## src/rtl/pipe_hazard_ctrl.sv

```systemverilog
// rtl/pipe_hazard_ctrl.sv - ID-stage hazard unit: forwarding, load-use, MDU scoreboard, SMC flush
module pipe_hazard_ctrl #(
  parameter int RB         = 5,
  parameter int FWD_STAGES = 2,
  parameter int MDU_LAT    = 4,
  parameter int SMC_DRAIN  = 2,
  parameter int AW         = 32,
  localparam int FW        = $clog2(FWD_STAGES + 1)
) (
  input  logic                     clk_i,
  input  logic                     resetn_i,
  input  logic                     id_valid_i,
  input  logic [RB-1:0]            id_rs_i,
  input  logic [RB-1:0]            id_rt_i,
  input  logic                     id_use_rs_i,
  input  logic                     id_use_rt_i,
  input  logic                     id_wreg_i,
  input  logic [RB-1:0]            id_des_i,
  input  logic                     id_is_mdu_i,
  input  logic [FWD_STAGES-1:0]    st_wreg_i,
  input  logic [FWD_STAGES-1:0]    st_m2reg_i,
  input  logic [FWD_STAGES*RB-1:0] st_des_i,
  input  logic                     ex_wmem_i,
  input  logic [AW-1:0]            ex_addr_i,
  input  logic [AW-1:0]            id_pc_i,
  input  logic [AW-1:0]            if_pc_i,
  output logic [FW-1:0]            fwda_o,
  output logic [FW-1:0]            fwdb_o,
  output logic                     stall_o,
  output logic                     mdu_busy_o,
  output logic                     mdu_done_o,
  output logic [RB-1:0]            mdu_des_o,
  output logic                     smc_flush_o,
  output logic                     smc_flush2_o
);

  typedef enum logic {
    S_IDLE  = 1'b0,
    S_DRAIN = 1'b1
  } smc_state_e;

  // MDU scoreboard state
  logic          pend_q, pend_d;
  logic [3:0]    cnt_q, cnt_d;
  logic [RB-1:0] mdu_des_q, mdu_des_d;

  // SMC drain FSM state
  smc_state_e    state_q, state_d;
  logic [2:0]    dcnt_q, dcnt_d;

  // Combinational hazard terms
  logic [FW-1:0] fwda_c, fwdb_c;
  logic          load_use;
  logic          mdu_stall;
  logic          smc_hit;
  logic          drain;
  logic          stall_c;
  logic          issue;
  logic          mdu_done_c;
  logic          flush2_c;

  // A source operand hazard needs the read enabled and a nonzero index;
  // $0 is hardwired so it can never depend on an in-flight write.
  function automatic logic src_match(input logic use_f, input logic [RB-1:0] idx,
                                     input logic [RB-1:0] des);
    return use_f && (idx != '0) && (idx == des);
  endfunction

  // Forwarding select: nearest stage with a matching write wins
  always_comb begin
    logic found_a;
    logic found_b;
    fwda_c  = '0;
    fwdb_c  = '0;
    found_a = 1'b0;
    found_b = 1'b0;
    for (int k = 0; k < FWD_STAGES; k++) begin
      if (!found_a && st_wreg_i[k] && src_match(id_use_rs_i, id_rs_i, st_des_i[k*RB +: RB])) begin
        fwda_c  = FW'(k + 1);
        found_a = 1'b1;
      end
      if (!found_b && st_wreg_i[k] && src_match(id_use_rt_i, id_rt_i, st_des_i[k*RB +: RB])) begin
        fwdb_c  = FW'(k + 1);
        found_b = 1'b1;
      end
    end
  end

  // Stall sources: load in EX, MDU dependencies, SMC hit and drain window
  always_comb begin
    load_use = st_m2reg_i[0] && st_wreg_i[0] &&
               (src_match(id_use_rs_i, id_rs_i, st_des_i[RB-1:0]) ||
                src_match(id_use_rt_i, id_rt_i, st_des_i[RB-1:0]));
    // WAW ignores $0 writes: they are discarded and cannot race the MDU result.
    mdu_stall = pend_q &&
                (src_match(id_use_rs_i, id_rs_i, mdu_des_q) ||
                 src_match(id_use_rt_i, id_rt_i, mdu_des_q) ||
                 (id_wreg_i && (id_des_i != '0) && (id_des_i == mdu_des_q)) ||
                 id_is_mdu_i);
    smc_hit    = (state_q == S_IDLE) && ex_wmem_i && (ex_addr_i == id_pc_i);
    drain      = (state_q == S_DRAIN);
    stall_c    = load_use || mdu_stall || smc_hit || drain;
    issue      = id_valid_i && id_is_mdu_i && !stall_c;
    mdu_done_c = pend_q && (cnt_q == 4'd0);
    flush2_c   = ex_wmem_i && (ex_addr_i == if_pc_i);
  end

  // MDU scoreboard next state; the counter runs regardless of pipeline stalls
  always_comb begin
    pend_d    = pend_q;
    cnt_d     = cnt_q;
    mdu_des_d = mdu_des_q;
    if (pend_q) begin
      if (cnt_q != 4'd0) begin
        cnt_d = cnt_q - 4'd1;
      end else begin
        pend_d = 1'b0;
      end
    end
    if (issue) begin
      pend_d    = 1'b1;
      mdu_des_d = id_des_i;
      cnt_d     = 4'(MDU_LAT - 1);
    end
  end

  // SMC FSM next state; store hits while draining are not re-armed
  always_comb begin
    state_d = state_q;
    dcnt_d  = dcnt_q;
    case (state_q)
      S_IDLE: begin
        if (smc_hit) begin
          dcnt_d  = 3'(SMC_DRAIN - 1);
          state_d = S_DRAIN;
        end
      end
      S_DRAIN: begin
        if (dcnt_q == 3'd0) begin
          state_d = S_IDLE;
        end else begin
          dcnt_d = dcnt_q - 3'd1;
        end
      end
      default: begin
        state_d = S_IDLE;
      end
    endcase
  end

  // State registers with synchronous active-low reset
  always_ff @(posedge clk_i) begin
    if (!resetn_i) begin
      pend_q    <= 1'b0;
      cnt_q     <= 4'd0;
      mdu_des_q <= '0;
      state_q   <= S_IDLE;
      dcnt_q    <= 3'd0;
    end else begin
      pend_q    <= pend_d;
      cnt_q     <= cnt_d;
      mdu_des_q <= mdu_des_d;
      state_q   <= state_d;
      dcnt_q    <= dcnt_d;
    end
  end

  // Outputs are held quiet for as long as reset is asserted
  always_comb begin
    fwda_o       = '0;
    fwdb_o       = '0;
    stall_o      = 1'b0;
    mdu_busy_o   = 1'b0;
    mdu_done_o   = 1'b0;
    mdu_des_o    = '0;
    smc_flush_o  = 1'b0;
    smc_flush2_o = 1'b0;
    if (resetn_i) begin
      fwda_o       = fwda_c;
      fwdb_o       = fwdb_c;
      stall_o      = stall_c;
      mdu_busy_o   = pend_q;
      mdu_done_o   = mdu_done_c;
      mdu_des_o    = mdu_des_q;
      smc_flush_o  = smc_hit;
      smc_flush2_o = flush2_c;
    end
  end

endmodule

```

## config.mk

```make
export PLATFORM = sky130hd
export DESIGN_NAME = pipe_hazard_ctrl
export DESIGN_NICKNAME = d
export VERILOG_FILES = /design/src/rtl/pipe_hazard_ctrl.sv
export SDC_FILE = /design/constraint.sdc
export NUM_CORES = 1
export LEC_CHECK = 0
export ABC_AREA = 0
export CORE_MARGIN = 5
export CORE_UTILIZATION = 31
export DETAILED_ROUTE_END_ITERATION = 10
export GPL_TIMING_DRIVEN = 0
export PLACE_DENSITY = 0.78
export SYNTH_ARGS = -nofsm -noshare
export SYNTH_HDL_FRONTEND = slang
export SYNTH_SLANG_ARGS = --single-unit
```

## constraint.sdc

```tcl
create_clock -name clk_i -period 2.45 [get_ports clk_i]
set_input_delay 0.49 -clock clk_i [delete_from_list [all_inputs] [get_ports clk_i]]
set_output_delay 0.49 -clock clk_i [all_outputs]
set_load 0.01 [all_outputs]
```

; ---- Word-level counts from Yosys, hierarchy flattened
; Cells that the tools add are included.
[op_classes]
reduce_logical = 47
n_bitwise = 2
add_sub_neg = 2
muxes = 26
n_eq_ne = 11
[ops]
columns = cell, count
row1 = $eq 32x32->1, 2
row2 = $eq 5x5->1, 7
row3 = $logic_and 1x1->1, 25
row4 = $reduce_bool 5->1, 3
row5 = $mux 1, 14
row6 = $mux 2, 7
row7 = $logic_or 1x1->1, 7
row8 = $mux 3, 2
row9 = $pmux 3 s2, 1
row10 = $reduce_and 2->1, 3
row11 = $mux 5, 1
row12 = $logic_not 4->1, 1
row13 = $ne 2x2->1 const B, 2
row14 = $reduce_bool 2->1, 2
row15 = $reduce_bool 4->1, 1
row16 = $sub 4x1->4 const B, 1
row17 = $logic_not 1->1, 3
row18 = $logic_not 3->1, 1
row19 = $sub 3x1->3 const B, 1
row20 = $not 1->1, 2
row21 = $pmux 1 s2, 1
row22 = $reduce_or 2->1, 1
[word_totals]
inputBits = 133
output_inout_bits = 14
word_cells = 94
register_bits = 14

; ---- Logic depth before layout (Yosys ltp)
[depth]
word_depth = 14
mapped_depth = 7
mapped_depth_nobuf = 7

; ---- Worst setup path after synthesis
; Ideal clock, no wire load.
[synth_timing]
path_type = in2reg
from = input port id_rt_i[1]
to = register cnt_q[2]
path_slack_ps = 81
n_path_buf = 1
required_ps = 2334
arrival_ps = 2253
setup_ps = 116
cell_stages = 7
cell_sequence = or4_1 -> o21ai_2 -> nor3_2 -> o21a_1 -> or4_4 -> buf_6 -> and3_1
[synth_via]
elab_chain_cells = 13
elab_cells_between_ends = 18
classes_between = 2 x eq/ne / 16 x reduce/logical
[synth_lines]
columns = element, line_no
row1 = start: declaration, 14  ; input logic [RB-1:0] id_rt_i,
row2 = $reduce_bool 5->1, 66  ; return use_f && (idx != '0) && (idx == des);
row3 = $logic_and 1x1->1 (2 in a row), 66
row4 = $logic_or 1x1->1, 96  ; (src_match(id_use_rs_i, id_rs_i, mdu_des_q) ||
row5 = $logic_or 1x1->1, 97  ; src_match(id_use_rt_i, id_rt_i, mdu_des_q) ||
row6 = $logic_or 1x1->1, 98  ; (id_wreg_i && (id_des_i != '0) && (id_des_i == mdu_des_q)) ||
row7 = $logic_and 1x1->1, 95  ; mdu_stall = pend_q &&
row8 = $logic_or 1x1->1 * (3 in a row), 102  ; stall_c = load_use || mdu_stall || smc_hit || drain;
row9 = $logic_not 1->1 *, 103  ; issue = id_valid_i && id_is_mdu_i && !stall_c;
row10 = $logic_and 1x1->1 *, 103
row11 = $reduce_or 2->1 (no source line) *, -
row12 = end signal: assignment, 161  ; cnt_q <= cnt_d;
row13 = end: declaration, 44  ; logic [3:0] cnt_q, cnt_d;
; Mark *: on every way between the ends. The rest lies on a longest branch, timed or not.
; A chain may end at the register's enable or synchronous reset.

; ---- Worst setup path after layout
[layout_timing]
from = input port id_pc_i[27]
to = output port stall_o
[layout_via]
elab_chain_cells = 5
[layout_lines]
columns = element, line_no
row1 = start: declaration, 25  ; input logic [AW-1:0] id_pc_i,
row2 = $eq 32x32->1, 100  ; smc_hit = (state_q == S_IDLE) && ex_wmem_i && (ex_addr_i == id_pc_i);
row3 = $logic_and 1x1->1, 100
row4 = $logic_or 1x1->1 (2 in a row), 102
row5 = $mux 1, 178  ; if (resetn_i) begin
row6 = end: declaration, 29  ; output logic stall_o,
; No other way between the ends.

==> impl_results.md <==
* Leading post-synthesis cells by instance count: sky130_fd_sc_hd__xnor2_1 (60), sky130_fd_sc_hd__xor2_1 (40), sky130_fd_sc_hd__nand2_1 (21)
* MaxCap Viol Count at 0
* Global-route total usage across every layer at 0.180
* Setup repair after global routing missed its margin: yes
* Global routing met2 resource utilization at 0.356
* Register bit count reported by yosys at 14
* Internal at 0.685 mW
* Total of warnings raised by yosys at 0
* Layout overhead on the synthesized area at 92.7%
* Leading post-synthesis cells by cell area: sky130_fd_sc_hd__xnor2_1 (27%), sky130_fd_sc_hd__xor2_1 (18%), sky130_fd_sc_hd__dfxtp_1 (14%)
* Antenna violations before repair at 0
* Utilization of the core after routing at 0.604
* Chip Height at 89.5 um
* Global-route layer with the greatest usage: met2
* Reg-to-reg startpoint: drain
* Most instantiated library cell after synthesis: sky130_fd_sc_hd__xnor2_1
* Post-Route Skew at 0.00549 ns
* Count of pins on the block boundary at 147
* Met3 GRT Util at 0.0756
* Layout cells sized above 1 at 0.275
* Critical path class: input port to primary output
* Total overflow reported by the global router at 0
* Max H-tree Level at 1
* Arrival time at the worst endpoint at 2.16 ns
* Worst VDD drop at 0.293 mV
* Violations in the final reports: setup timing
* Slew Limit Fails at 0
* Number of hold-repair buffers added at the cts stage at 0
* Register clock-pin slew on the reported worst setup and hold paths at 0.05 ns
* Clock latency on the worst-skew pair at 0.24 ns
* Post-Synthesis Cell Area at 1960 um^2
* Number of enable flip-flop cells after synthesis at 0
* R2r setup slk at 0.74 ns
* Pin count of the biggest net entering global routing at 11
* Cell Count, Final, Fillers Out at 480
* Endpoint, Worst Hold: dcnt_q[0]
* Routed via count divided by cell count at 5.00
* Core area at 6240 um^2
* Worst endpoint required time at 1.96 ns
* Initial core utilization at 0.314
* Wire length per cell after detailed routing at 16.3 um
* Leakage dissipation at 1.65 nW
* FP Rows at 29
* Final period utilization at 1.08
* Total of endpoints with negative setup slack in the final report at 2
* Worst hold path type: register to register
* Capture instance of the worst register-to-register path: cnt_q[3]
* Worst max-slew margin expressed relative to the limit at 0.716
* Routability Congestion at 0.804
* Sequential fraction of the synthesis area at 0.143
* Area leader, netlist: sky130_fd_sc_hd__xnor2_1
* Die Width at 89.5 um
* Clk network pwr share at 0.221
* Run status: finished with violations
* Slew at the pin closest to its max-slew limit at 0.425 ns
* Via count of the first global-routing pass at 2537
* DR iter-0 viols at 73
* Critical path startpoint category: input port
* Total clock sinks at 14
* Number of placed instances, taps included at 468
* Half-perimeter wire length after placement at 6570 um
* Root buffer selected by CTS: sky130_fd_sc_hd__clkbuf_8
* Cells after Synth at 247
* # port buffers at 144
* Cts bufs inserted at 3
* Power per cell area at 269 nW/um^2
* Maximum single-stage delay on the critical path at 0.51 ns
* Highest Clock Rate at 0.378 GHz
* Global-route track usage on met1 at 0.173
* Via count at 2398
* Worst Hold Depth at 1
* Post-synth top flop: sky130_fd_sc_hd__dfxtp_1
* Min-Delay Startpoint: dcnt_q[0]
* Number of buffer and inverter instances along the worst setup path at 2
* CP Max Fanout at 4
* Crit-path most repeated cell: sky130_fd_sc_hd__nor4_2
* Die Footprint at 8000 um^2
* Bufs on Longest Clock Path at 2
* Wire length after detailed routing at 7810 um
* Detailed Routing Iterations Pass 1 at 4
* Worst hold slack at 0.483 ns
* Wire length of the first global-routing pass at 11200 um
* Post-layout net count at 540
* Ordered list of cells on the worst path: clkdlybuf4s50_1, xnor2_2, nand4_1, nor4_2, and3_4, nor4_2, a21oi_1, buf_2
* Clock tree from TritonCTS: yes
* Proportion of netlist area held by the largest area contributor at 0.269
* Number of cells on the worst reg-to-reg path at 6
* Number of routed nets with antenna violations at 0
* Post-Place Setup Slack at -1.07 ns
* Total power after layout at 1.01 mW
* Min Clock Period, post-route at 2.65 ns
* Net switching fraction of the power at 0.325
* Number of design rule violations left after detail routing at 0
* Syn_nets at 383
* Slowest stage cell, crit path: sky130_fd_sc_hd__clkdlybuf4s50_1
* Post-synthesis average cell area at 7.92 um^2
* Element type at the critical path end: primary output
* Net Sw Power at 0.330 mW
* Logic pwr share at 0.534
* N_diodes at 0
* Cell type group with the largest total delay on the critical path: simple AND/OR/NAND/NOR gates
* Sequential cell fraction of total power at 0.246
* Number of failing hold endpoints at the final stage at 0
* Setup slack after layout at -0.195 ns
* Post-synth cell types at 32
* Async set-reset flop share out of synthesis at 0
power by group through the flow:
stage                     Combinational [mW]  Sequential (mW)  Clock, mW
final                                  0.541            0.249      0.224
after global routing                   0.577            0.250      0.245
after CTS                              0.506            0.249      0.231
after detailed placement               0.506            0.254          0
after global placement                 0.500            0.253          0
after floorplan                        0.203            0.251          0
through the flow:
step                setup TNS (ns)  instance area, um^2
floorplan                        0                 1960
global placement            -10.00                 3490
detailed placement          -10.57                 3490
CTS                         -0.402                 3580
global route                -0.488                 3770
finish                      -0.269                 3770
placed cells by master (no fill, tap or decap), types with 2 or more instances in the layout:
cell type / synthesis / final
sky130_fd_sc_hd__nand3_1: 6 / 6
sky130_fd_sc_hd__a21oi_1: 5 / 5
sky130_fd_sc_hd__dfxtp_1: 14 / 14
sky130_fd_sc_hd__and3_1: 4 / 3
sky130_fd_sc_hd__o22a_1: 2 / 2
sky130_fd_sc_hd__nor4_1: 19 / 9
sky130_fd_sc_hd__xnor2_1: 60 / 38
sky130_fd_sc_hd__xor2_2: 0 / 3
sky130_fd_sc_hd__or4_4: 2 / 4
sky130_fd_sc_hd__nand2b_1: 3 / 2
sky130_fd_sc_hd__ha_1: 3 / 3
sky130_fd_sc_hd__nand2_1: 21 / 21
sky130_fd_sc_hd__buf_6: 1 / 9
sky130_fd_sc_hd__buf_2: 0 / 32
sky130_fd_sc_hd__buf_4: 0 / 9
sky130_fd_sc_hd__and2_1: 2 / 2
sky130_fd_sc_hd__clkdlybuf4s15_1: 0 / 7
sky130_fd_sc_hd__o21ai_4: 1 / 2
sky130_fd_sc_hd__clkbuf_8: 0 / 4
sky130_fd_sc_hd__mux2i_1: 5 / 5
sky130_fd_sc_hd__inv_1: 11 / 11
sky130_fd_sc_hd__nand4_1: 19 / 19
sky130_fd_sc_hd__clkdlybuf4s50_1: 0 / 47
sky130_fd_sc_hd__dlymetal6s2s_1: 0 / 8
sky130_fd_sc_hd__dlygate4sd2_1: 0 / 36
sky130_fd_sc_hd__nor3_2: 2 / 3
sky130_fd_sc_hd__clkdlybuf4s15_2: 0 / 4
sky130_fd_sc_hd__xnor2_2: 0 / 22
sky130_fd_sc_hd__nor3_1: 4 / 2
sky130_fd_sc_hd__nor2_1: 6 / 6
sky130_fd_sc_hd__nor4_2: 0 / 9
sky130_fd_sc_hd__o21ai_0: 4 / 4
sky130_fd_sc_hd__xor2_1: 40 / 37
how the worst max path moves through the flow:
stage / from / to / slack, ns / depth (start not counted)
2_1_floorplan: id_rt_i[1] / cnt_q[2] / 0.08 / 7
3_3_place_gp: id_rt_i[1] / stall_o / -0.98 / 8
3_5_place_dp: id_rt_i[1] / stall_o / -1.07 / 8
4_1_cts: ex_addr_i[14] / stall_o / -0.20 / 8
5_1_grt: id_pc_i[27] / stall_o / -0.23 / 8
6_report: id_pc_i[27] / stall_o / -0.20 / 8
metal layers:
layer	routed length (um)	vias to the layer above	part of all wire
li1	-	1177	-
met1	2670	1110	0.34
met2	4170	105	0.53
met3	927	6	0.12
met4	49	0	0.0063
met5	0	-	0
what timing repair did:
action | CTS | global route
hold endpoints to repair | 0 | 0
gates cloned | 0 | 0
pin swaps | 59 | 23
endpoints found under the setup margin | 17 | 7
buffers inserted | 3 | 5
resized for setup | 257 | 51
area by class of cell:
type	count	area (um^2)
Tap cell	77	96.3
Buffer	3	20.0
Timing Repair Buffer	152	1330
Fill cell	573	2470
Clock buffer	4	55.1
Inverter	12	48.8
Sequential cell	14	280
Multi-Input combinational cell	218	1940
worst reg2reg max path, cell delays in order, from the launching register on:
cell and delay, ns:
sky130_fd_sc_hd__dfxtp_1 0.37, sky130_fd_sc_hd__nand2b_1 0.17, sky130_fd_sc_hd__nor4_1 0.07, sky130_fd_sc_hd__and3_4 0.20, sky130_fd_sc_hd__or4_4 0.48, sky130_fd_sc_hd__buf_6 0.16, sky130_fd_sc_hd__and3_1 0.16
sequential cells by signal, indices dropped and copies added (netlist names):
name / count
cnt_q: 4
dcnt_q: 3
drain: 1
mdu_des_q: 5
pend_q: 1
logic make-up after synthesis:
logic type,after synthesis,synth area share
AND/OR/NAND/NOR,93,0.270
flip-flops,14,0.143
multiplexers,5,0.0256
AO/OA/AOI/OAI,17,0.0620
adder cells (fa/ha/maj),3,0.0192
buffers and inverters,15,0.0326
XOR/XNOR,100,0.448
Power figures use the tool's default switching activity.
